<file path="config.mk">
export PLATFORM = sky130hd
export DESIGN_NAME = brc_arb
export DESIGN_NICKNAME = d
export VERILOG_FILES = /design/src/rtl/brc_pkg.sv /design/src/rtl/brc_cond.sv /design/src/rtl/brc_arb.sv
export SDC_FILE = /design/constraint.sdc
export NUM_CORES = 1
export LEC_CHECK = 0
export CORE_MARGIN = 2
export CORE_UTILIZATION = 35
export DETAILED_ROUTE_END_ITERATION = 8
export PLACE_DENSITY = 0.86
export SLEW_MARGIN = 20
export SYNTH_ARGS = -nofsm -noshare
export SYNTH_HDL_FRONTEND = slang
export SYNTH_SLANG_ARGS = --single-unit
export TNS_END_PERCENT = 20
</file>
<file path="constraint.sdc">
create_clock -name i_clk -period 4.2 [get_ports i_clk]
set_input_delay 0.42 -clock i_clk [delete_from_list [all_inputs] [get_ports i_clk]]
set_output_delay 0.42 -clock i_clk [all_outputs]
set_load 0.02 [all_outputs]
</file>
<file path="src/rtl/brc_pkg.sv">
`default_nettype none
// ============================================================================
//  Module      : brc_pkg
//  Description : Shared definitions for the branch/compare arbiter: RISC-V
//                branch funct3 encodings and the requesting-port identifier.
//  Revision    : 1.0  initial release
// ============================================================================
package brc_pkg;

    // Branch funct3 encodings (bit 1 selects unsigned comparison)
    localparam logic [2:0] c_BEQ  = 3'b000;
    localparam logic [2:0] c_BNE  = 3'b001;
    localparam logic [2:0] c_BLT  = 3'b100;
    localparam logic [2:0] c_BGE  = 3'b101;
    localparam logic [2:0] c_BLTU = 3'b110;
    localparam logic [2:0] c_BGEU = 3'b111;

    // Requesting port: 0 = branch unit, 1 = ALU SLT/SLTU
    typedef enum logic {
        PORT_BRANCH = 1'b0,
        PORT_ALU    = 1'b1
    } port_id_t;

endpackage
`default_nettype wire

</file>
<file path="src/rtl/brc_cond.sv">
`default_nettype none
// ============================================================================
//  Module      : brc_cond
//  Description : Shared comparator (equal / less, signed or unsigned) plus
//                taken decode. Purely combinational.
//  Revision    : 1.0  initial release
// ============================================================================
module brc_cond
    import brc_pkg::*;
#(
    parameter int DATA_SIZE = 32
) (
    input  logic [DATA_SIZE-1:0] i_rs1,
    input  logic [DATA_SIZE-1:0] i_rs2,
    input  logic                 i_signed,
    input  port_id_t             i_port,
    input  logic [2:0]           i_funct3,
    output logic                 o_equal,
    output logic                 o_less,
    output logic                 o_taken
);

    // Flipping the sign bits turns a two's-complement compare into an
    // unsigned one, so a single magnitude comparator serves both modes.
    logic [DATA_SIZE-1:0] w_rs1_adj;
    logic [DATA_SIZE-1:0] w_rs2_adj;

    assign w_rs1_adj = {i_rs1[DATA_SIZE-1] ^ i_signed, i_rs1[DATA_SIZE-2:0]};
    assign w_rs2_adj = {i_rs2[DATA_SIZE-1] ^ i_signed, i_rs2[DATA_SIZE-2:0]};
    assign o_equal   = (i_rs1 == i_rs2);
    assign o_less    = (w_rs1_adj < w_rs2_adj);

    // Taken decode: ALU port reports less; branch port decodes funct3
    always_comb begin
        o_taken = 1'b0;
        if (i_port == PORT_ALU) begin
            o_taken = o_less;
        end else begin
            case (i_funct3)
                c_BEQ:          o_taken = o_equal;
                c_BNE:          o_taken = !o_equal;
                c_BLT, c_BLTU:  o_taken = o_less;
                c_BGE, c_BGEU:  o_taken = !o_less;
                default:        o_taken = 1'b0;
            endcase
        end
    end

endmodule
`default_nettype wire

</file>
<file path="src/rtl/brc_arb.sv">
`default_nettype none
// ============================================================================
//  Module      : brc_arb
//  Description : Two-port arbiter in front of a shared branch comparator with
//                a one-entry response register (latency 1, full throughput).
//                Build option BRC_ARB_RR_EN: defined -> round-robin on
//                contention; undefined -> fixed priority, port 0 wins.
//  Revision    : 1.0  initial release
// ============================================================================
module brc_arb
    import brc_pkg::*;
#(
    parameter int DATA_SIZE = 32
) (
    input  logic                 i_clk,
    input  logic                 i_rst_n,
    input  logic                 i_req0_valid,
    output logic                 o_req0_ready,
    input  logic [DATA_SIZE-1:0] i_req0_rs1,
    input  logic [DATA_SIZE-1:0] i_req0_rs2,
    input  logic [2:0]           i_req0_funct3,
    input  logic                 i_req1_valid,
    output logic                 o_req1_ready,
    input  logic [DATA_SIZE-1:0] i_req1_rs1,
    input  logic [DATA_SIZE-1:0] i_req1_rs2,
    input  logic                 i_req1_signed,
    output logic                 o_rsp_valid,
    input  logic                 i_rsp_ready,
    output logic                 o_rsp_id,
    output logic                 o_rsp_equal,
    output logic                 o_rsp_less,
    output logic                 o_rsp_taken
);

    logic                 w_free;
    logic                 w_prefer0;
    logic                 w_grant0;
    logic                 w_grant1;
    logic                 w_accept;
    port_id_t             w_sel;
    logic [DATA_SIZE-1:0] w_rs1;
    logic [DATA_SIZE-1:0] w_rs2;
    logic                 w_signed;
    logic                 w_equal;
    logic                 w_less;
    logic                 w_taken;

    logic                 r_rsp_valid;
    port_id_t             r_rsp_id;
    logic                 r_rsp_equal;
    logic                 r_rsp_less;
    logic                 r_rsp_taken;

`ifdef BRC_ARB_RR_EN
    // 1 = port 1 granted last, so port 0 is preferred on the next contest
    logic r_last_grant;

    assign w_prefer0 = r_last_grant;

    // Last-grant pointer advances on every acceptance
    always_ff @(posedge i_clk) begin
        if (!i_rst_n) begin
            r_last_grant <= 1'b1;
        end else if (w_accept) begin
            r_last_grant <= w_grant1;
        end
    end
`else
    assign w_prefer0 = 1'b1;
`endif

    // Grants depend only on the valids and the preference, never on the
    // other port's ready, so there is no combinational ready loop.
    assign w_free       = !r_rsp_valid || i_rsp_ready;
    assign w_grant0     = i_req0_valid && (!i_req1_valid || w_prefer0);
    assign w_grant1     = i_req1_valid && (!i_req0_valid || !w_prefer0);
    assign o_req0_ready = i_rst_n && w_free && w_grant0;
    assign o_req1_ready = i_rst_n && w_free && w_grant1;
    assign w_accept     = o_req0_ready || o_req1_ready;

    // Steer the granted port's operands into the shared comparator
    assign w_sel    = w_grant1 ? PORT_ALU : PORT_BRANCH;
    assign w_rs1    = w_grant1 ? i_req1_rs1 : i_req0_rs1;
    assign w_rs2    = w_grant1 ? i_req1_rs2 : i_req0_rs2;
    assign w_signed = w_grant1 ? i_req1_signed : !i_req0_funct3[1];

    brc_cond #(
        .DATA_SIZE (DATA_SIZE)
    ) u_cond (
        .i_rs1    (w_rs1),
        .i_rs2    (w_rs2),
        .i_signed (w_signed),
        .i_port   (w_sel),
        .i_funct3 (i_req0_funct3),
        .o_equal  (w_equal),
        .o_less   (w_less),
        .o_taken  (w_taken)
    );

    // Response register: load on accept, clear valid when drained, hold data
    always_ff @(posedge i_clk) begin
        if (!i_rst_n) begin
            r_rsp_valid <= 1'b0;
            r_rsp_id    <= PORT_BRANCH;
            r_rsp_equal <= 1'b0;
            r_rsp_less  <= 1'b0;
            r_rsp_taken <= 1'b0;
        end else if (w_accept) begin
            r_rsp_valid <= 1'b1;
            r_rsp_id    <= w_sel;
            r_rsp_equal <= w_equal;
            r_rsp_less  <= w_less;
            r_rsp_taken <= w_taken;
        end else if (i_rsp_ready) begin
            r_rsp_valid <= 1'b0;
        end
    end

    assign o_rsp_valid = r_rsp_valid;
    assign o_rsp_id    = r_rsp_id;
    assign o_rsp_equal = r_rsp_equal;
    assign o_rsp_less  = r_rsp_less;
    assign o_rsp_taken = r_rsp_taken;

endmodule
`default_nettype wire
</file>
==> flow_metrics.py, run 1 <==
metrics = {
    "route": {
        "drc_errors": 0,
        "first_pass_iters": 4,
        "totalWireLength_um": 5956,
        "routed_via_density": 4.922,
        "vias": 1964,
        "postRouteAntennaNets": 0,
        "wire_per_inst_um": 14.93,
        "drt_iter0_drc": 60,
    },
    "cts": {
        "cts_buffers": 3,
        "clock_tree.buffer_depth": 2,
        "clk_latency_ns": 0.23,
        "cts_max_level": 1,
        "cts_sinks": 5,
        "cts_hold_buf": 0,
        "cts_resized": 0,
        "cts_root_buf": "clkbuf_8",
        "post_cts_buffers": 0,
        "tritoncts": "done",
        "path_clk_slew_ns": 0.04,
    },
    "global_route": {
        "overflow": 0,
        "grt_max_degree": 43,
        "grt_pass1_wl_um": 8976,
        "antenna_found_initial": 0,
        "grtUsageTotal_pct": 20.84,
        "first_global_vias": 1963,
    },
    "worst_setup_path": {
        "crit_fanout": 42,
        "end_kind": "flip-flop",
        "startpoint_type": "input port",
        "crit_required_ns": 4.35,
        "critPathKind": "in -> reg",
        "cp.arrival_ns": 3.38,
    },
    "synth": {
        "ys_seq_area_share_pct": 5.801,
        "postSynthAreaPerCell_um2": 9.034,
        "synthCells": 191,
        "yosys_warnings": 0,
        "synth-edff-count": 0,
        "yosysTopAreaCellShare_pct": 23.21,
        "synth_async_sr_flop_share_pct": 0,
        "yosys.area.top_type": "ha_1",
        "synth-main-ff-cell": "dfxtp_1",
        "synth.area.top_cells": "ha_1, mux2i_1, mux2_2",
        "synth.distinct_cells": 39,
        "synth_seq_cells": 5,
        "synth_common_cells": "ha_1, mux2i_1, mux2_2",
        "synth_area_um2": 1725,
        "mappedNetlistNets": 360,
    },
    "placement": {
        "place_congestion": 0.7502,
        "dp_hpwl_um": 5145,
        "place_ws_ns": 0.7368,
        "port_buffers": 143,
    },
    "finish": {
        "final_nets": 502,
        "area_delta_synth_final_pct": 90.94,
        "drive_gt1_share_pct": 9.639,
        "multi_input_area_um2": 1590,
        "num_antenna_cells": 0,
        "n_fill_cell": 386,
        "register_area_um2": 100.1,
    },
    "die": {
        "die-height_um": 74.21,
        "die_w_um": 74.21,
        "ioPinCount": 144,
        "dieArea_um2": 5507,
        "coreArea_um2": 4723,
        "rows": 25,
        "start_util_pct": 36.53,
    },
    "sta": {
        "clock.fmax_mhz": 310.2,
        "drv_slew": 0,
        "clock-skew-final_ns": 0.002781,
        "timing.final.crit_share_pct": 76.75,
        "tns_ns": 0,
        "setup_violations": 0,
        "timing.final.ws_setup_ns": 0.9765,
        "worst_pin_slew_ns": 0.6763,
        "rsz0062_at_grt": "no",
        "fin_crit_ns": 3.224,
        "slew_headroom_pct": 54.44,
        "hold_viol_final": 0,
    },
    "power": {
        "ir_drop_mv": 0.2022,
        "power.density_nw_per_um2": 146.2,
        "leakagePower_nw": 1.324,
    },
    "outcome": {
        "status": "finished clean",
    },
    "run": {
        "cap_violations": 0,
    },
    "worst_hold_path": {
        "hold_class": "reg -> reg",
    },
}
## final cells by class
type | instances | area share [%]
sequential | 5 | 3.038
tap | 67 | 2.545
multi-input combinational | 177 | 48.27
inverter | 1 | 0.1139
timing repair buffer | 145 | 44.66
clock buffer | 4 | 1.367
## layout by cell type, fill, tap and decap left out, types with 6 or more instances in the layout
master and instances:
a21oi_1 11, clkdlybuf4s50_1 143, ha_1 32, mux2_1 11, mux2_2 20, mux2i_1 32
nand2_1 9, nand3_1 6, nand4_1 6
## metal layers
| metal | global-route usage (%) | wire (um) | vias to the layer above |
|---|---|---|---|
| li1 | - | - | 1023 |
| met1 | 25.89 | 2552 | 860 |
| met2 | 36.51 | 2790 | 75 |
| met3 | 5.014 | 546 | 6 |
| met4 | 4.762 | 68 | 0 |
| met5 | 0 | 0 | - |
## per-stage QoR
step           utilization [%]  hold WS, ns  cells  area (um^2)  total power, W
3_3_place_gp             68.79       0.4834    395         3249       0.0003810
5_1_grt                  69.75       0.5152    399         3294       0.0005197
2_1_floorplan                -       0.5417    191         1725       0.0002118
3_5_place_dp             68.79       0.4694    395         3249       0.0003880
6_report                 69.75       0.4873    399         3294       0.0004817
4_1_cts                  69.75       0.4852    399         3294       0.0004846
## power breakdown
part	switching, W	internal (W)
Sequential	0.00000341	0.0000524
Clock	0.0000282	0.0000655
Combinational	0.000121	0.000211
Total	0.000153	0.000329
## logic make-up (layout without fill, tap and decap cells)
group,count (synthesis),count (layout),synth area share [%]
simple gates,40,40,12.26
mux,63,63,38.80
xor+xnor,7,7,3.553
fa+ha+maj,32,32,23.20
flops,5,5,5.802
compound gates,35,35,13.92
buf+inv,9,150,2.465
## state kept, by name, indices dropped and copies added, names as in the netlist
register	cells
o_rsp_less	1
o_rsp_id	1
o_rsp_taken	1
o_rsp_valid	1
o_rsp_equal	1
## final timing paths
path | from | endpoint | slack, ns | cells after the start
setup / recovery | i_req1_valid | o_rsp_taken$_SDFFE_PN0P_ | 0.98 | 11
hold / removal | o_rsp_id$_SDFFE_PN0P_ | o_rsp_id$_SDFFE_PN0P_ | 0.49 | 1
hold reg to reg | o_rsp_id$_SDFFE_PN0P_ | o_rsp_id$_SDFFE_PN0P_ | 0.49 | 1
setup reg to reg | o_rsp_valid$_SDFFE_PN0P_ | o_rsp_taken$_SDFFE_PN0P_ | 2.59 | 6
## critical path: stages
cell and delay, ns:
clkdlybuf4s50_1 0.51, nor2b_4 0.22, buf_12 0.26, mux2_1 0.35, ha_1 0.32, a21o_1 0.18, nand3_2 0.07, a21oi_1 0.06
o311a_1 0.36, or4_1 0.53, o211ai_2 0.08
No activity file was read; power rests on OpenSTA's default activity.
==> run 2: changes to the inputs <==
CORE_UTILIZATION = 30   (was 35)
PLACE_DENSITY = 0.79   (was 0.86)
clock period = 2.85 ns   (was 4.2 ns; I/O delays follow)
==> flow_metrics.py, run 2 (synthesized netlist as in run 1, its figures left out) <==
metrics = {
    "placement": {
        "dp_hpwl_um": 5298,
        "place_ws_ns": -0.3331,
        "port_buffers": 143,
        "place_congestion": 0.8040,
        "place_inst": 421,
    },
    "die": {
        "start_util_pct": 31.14,
        "die_w_um": 79.84,
        "die-height_um": 79.84,
        "ioPinCount": 144,
        "coreArea_um2": 5540,
        "dieArea_um2": 6374,
        "rows": 27,
    },
    "finish": {
        "n_fill_cell": 470,
        "area_delta_synth_final_pct": 111.5,
        "drive_gt1_share_pct": 19.23,
        "most-common-layout-cells": "clkdlybuf4s50_1, mux2i_1, ha_1, buf_4, mux2_2",
        "num_antenna_cells": 0,
        "final_nets": 534,
        "layout_commonest_cell": "clkdlybuf4s50_1",
        "instances_no_fill": 436,
    },
    "power": {
        "ir_drop_mv": 0.2420,
        "leakagePower_nw": 1.530,
        "power.density_nw_per_um2": 210.2,
        "power_w": 0.0007671,
    },
    "cts": {
        "cts_root_buf": "clkbuf_8",
        "clock_tree.buffer_depth": 2,
        "path_clk_slew_ns": 0.04,
        "cts_buffers": 3,
        "tritoncts": "done",
        "clk_latency_ns": 0.22,
        "cts_max_level": 1,
        "cts_sinks": 5,
        "cts_hold_buf": 0,
    },
    "global_route": {
        "antenna_found_initial": 0,
        "overflow": 0,
        "grt_max_degree": 29,
        "grt_pass1_wl_um": 9294,
        "grtUsageTotal_pct": 17.91,
        "first_global_vias": 2127,
    },
    "worst_setup_path": {
        "crit_start": "i_req0_valid",
        "end_kind": "flip-flop",
        "crit_fanout": 7,
        "critPathKind": "in -> reg",
        "startpoint_type": "input port",
        "crit_required_ns": 2.95,
        "r2r-start": "o_rsp_valid$_SDFFE_PN0P_",
        "cp.arrival_ns": 2.77,
    },
    "route": {
        "drt_iter0_drc": 48,
        "wire_per_inst_um": 15.11,
        "vias": 2135,
        "routed_via_density": 4.897,
        "postRouteAntennaNets": 0,
        "totalWireLength_um": 6586,
        "drc_errors": 0,
        "first_pass_iters": 4,
    },
    "sta": {
        "clock-skew-final_ns": 0.0001037,
        "timing.final.ws_setup_ns": 0.1796,
        "clock.fmax_mhz": 374.5,
        "hold_viol_final": 0,
        "drv_slew": 0,
        "worst_pin_slew_ns": 0.6636,
        "slew_headroom_pct": 55.29,
        "fin_crit_ns": 2.670,
        "setup_violations": 0,
        "timing.final.crit_share_pct": 93.70,
        "tns_ns": 0,
        "rsz0062_at_grt": "no",
    },
    "outcome": {
        "status": "finished clean",
    },
    "worst_hold_path": {
        "hold_class": "reg -> reg",
        "hp-start": "o_rsp_less$_SDFFE_PN0P_",
    },
    "run": {
        "cap_violations": 0,
    },
}
## run 2: cell type report
type	count	area, um^2	area share [%]
Tap cell	72	90.09	2.468
Timing Repair Buffer	177	1780	48.78
Sequential cell	5	100.1	2.743
Inverter	1	3.754	0.1028
Multi-Input combinational cell	177	1630	44.67
Clock buffer	4	45.04	1.234
## run 2: repair_timing
| item | 4_1_cts | 5_1_grt |
|---|---|---|
| gates resized for setup | 0 | 15 |
| gates cloned | 0 | 4 |
| setup endpoints to repair | 1 | 2 |
| buffers inserted | 0 | 7 |
| pin swaps | 0 | 12 |
## run 2: final timing paths
check,end,slack (ns),depth (start not counted)
worst max-delay path,o_rsp_taken$_SDFFE_PN0P_,0.18,13
worst max register to register,o_rsp_taken$_SDFFE_PN0P_,1.24,6
worst min-delay path,o_rsp_less$_SDFFE_PN0P_,0.47,2
worst min register to register,o_rsp_less$_SDFFE_PN0P_,0.47,2
## run 2: metal layers
metal	track usage (%)	vias up	part of all wire, %
met3	4.751	7	8.0
met2	34.71	79	51
met1	19.65	961	40
met4	2.712	0	0.73
li1	-	1088	-
met5	0	-	0
## run 2: through the flow
step           area, um^2  hold slack (ns)  util (%)
2_1_floorplan        1725           0.4067         -
3_3_place_gp         3401           0.4572     61.38
3_5_place_dp         3401           0.4596     61.38
4_1_cts              3446           0.4679     62.20
5_1_grt              3650           0.5134     65.88
6_report             3650           0.4733     65.88
## run 2: worst max-delay path, cell delays in order
cell,delay [ns]
dlymetal6s2s_1,0.16
nor2b_4,0.24
buf_6,0.15
clkbuf_16,0.15
mux2_2,0.33
ha_1,0.28
nand4_1,0.13
nor4_1,0.27
buf_4,0.16
nand4_1,0.13
xnor2_1,0.17
a32oi_1,0.22
o211ai_2,0.11
## run 2: power by group
part | internal (W) | leakage, nW | switching [W] | total [W]
Clock | 0.0000963 | 0.0228 | 0.0000380 | 0.000134
Sequential | 0.0000772 | 0.0413 | 0.00000436 | 0.0000816
Combinational | 0.000355 | 1.47 | 0.000196 | 0.000551
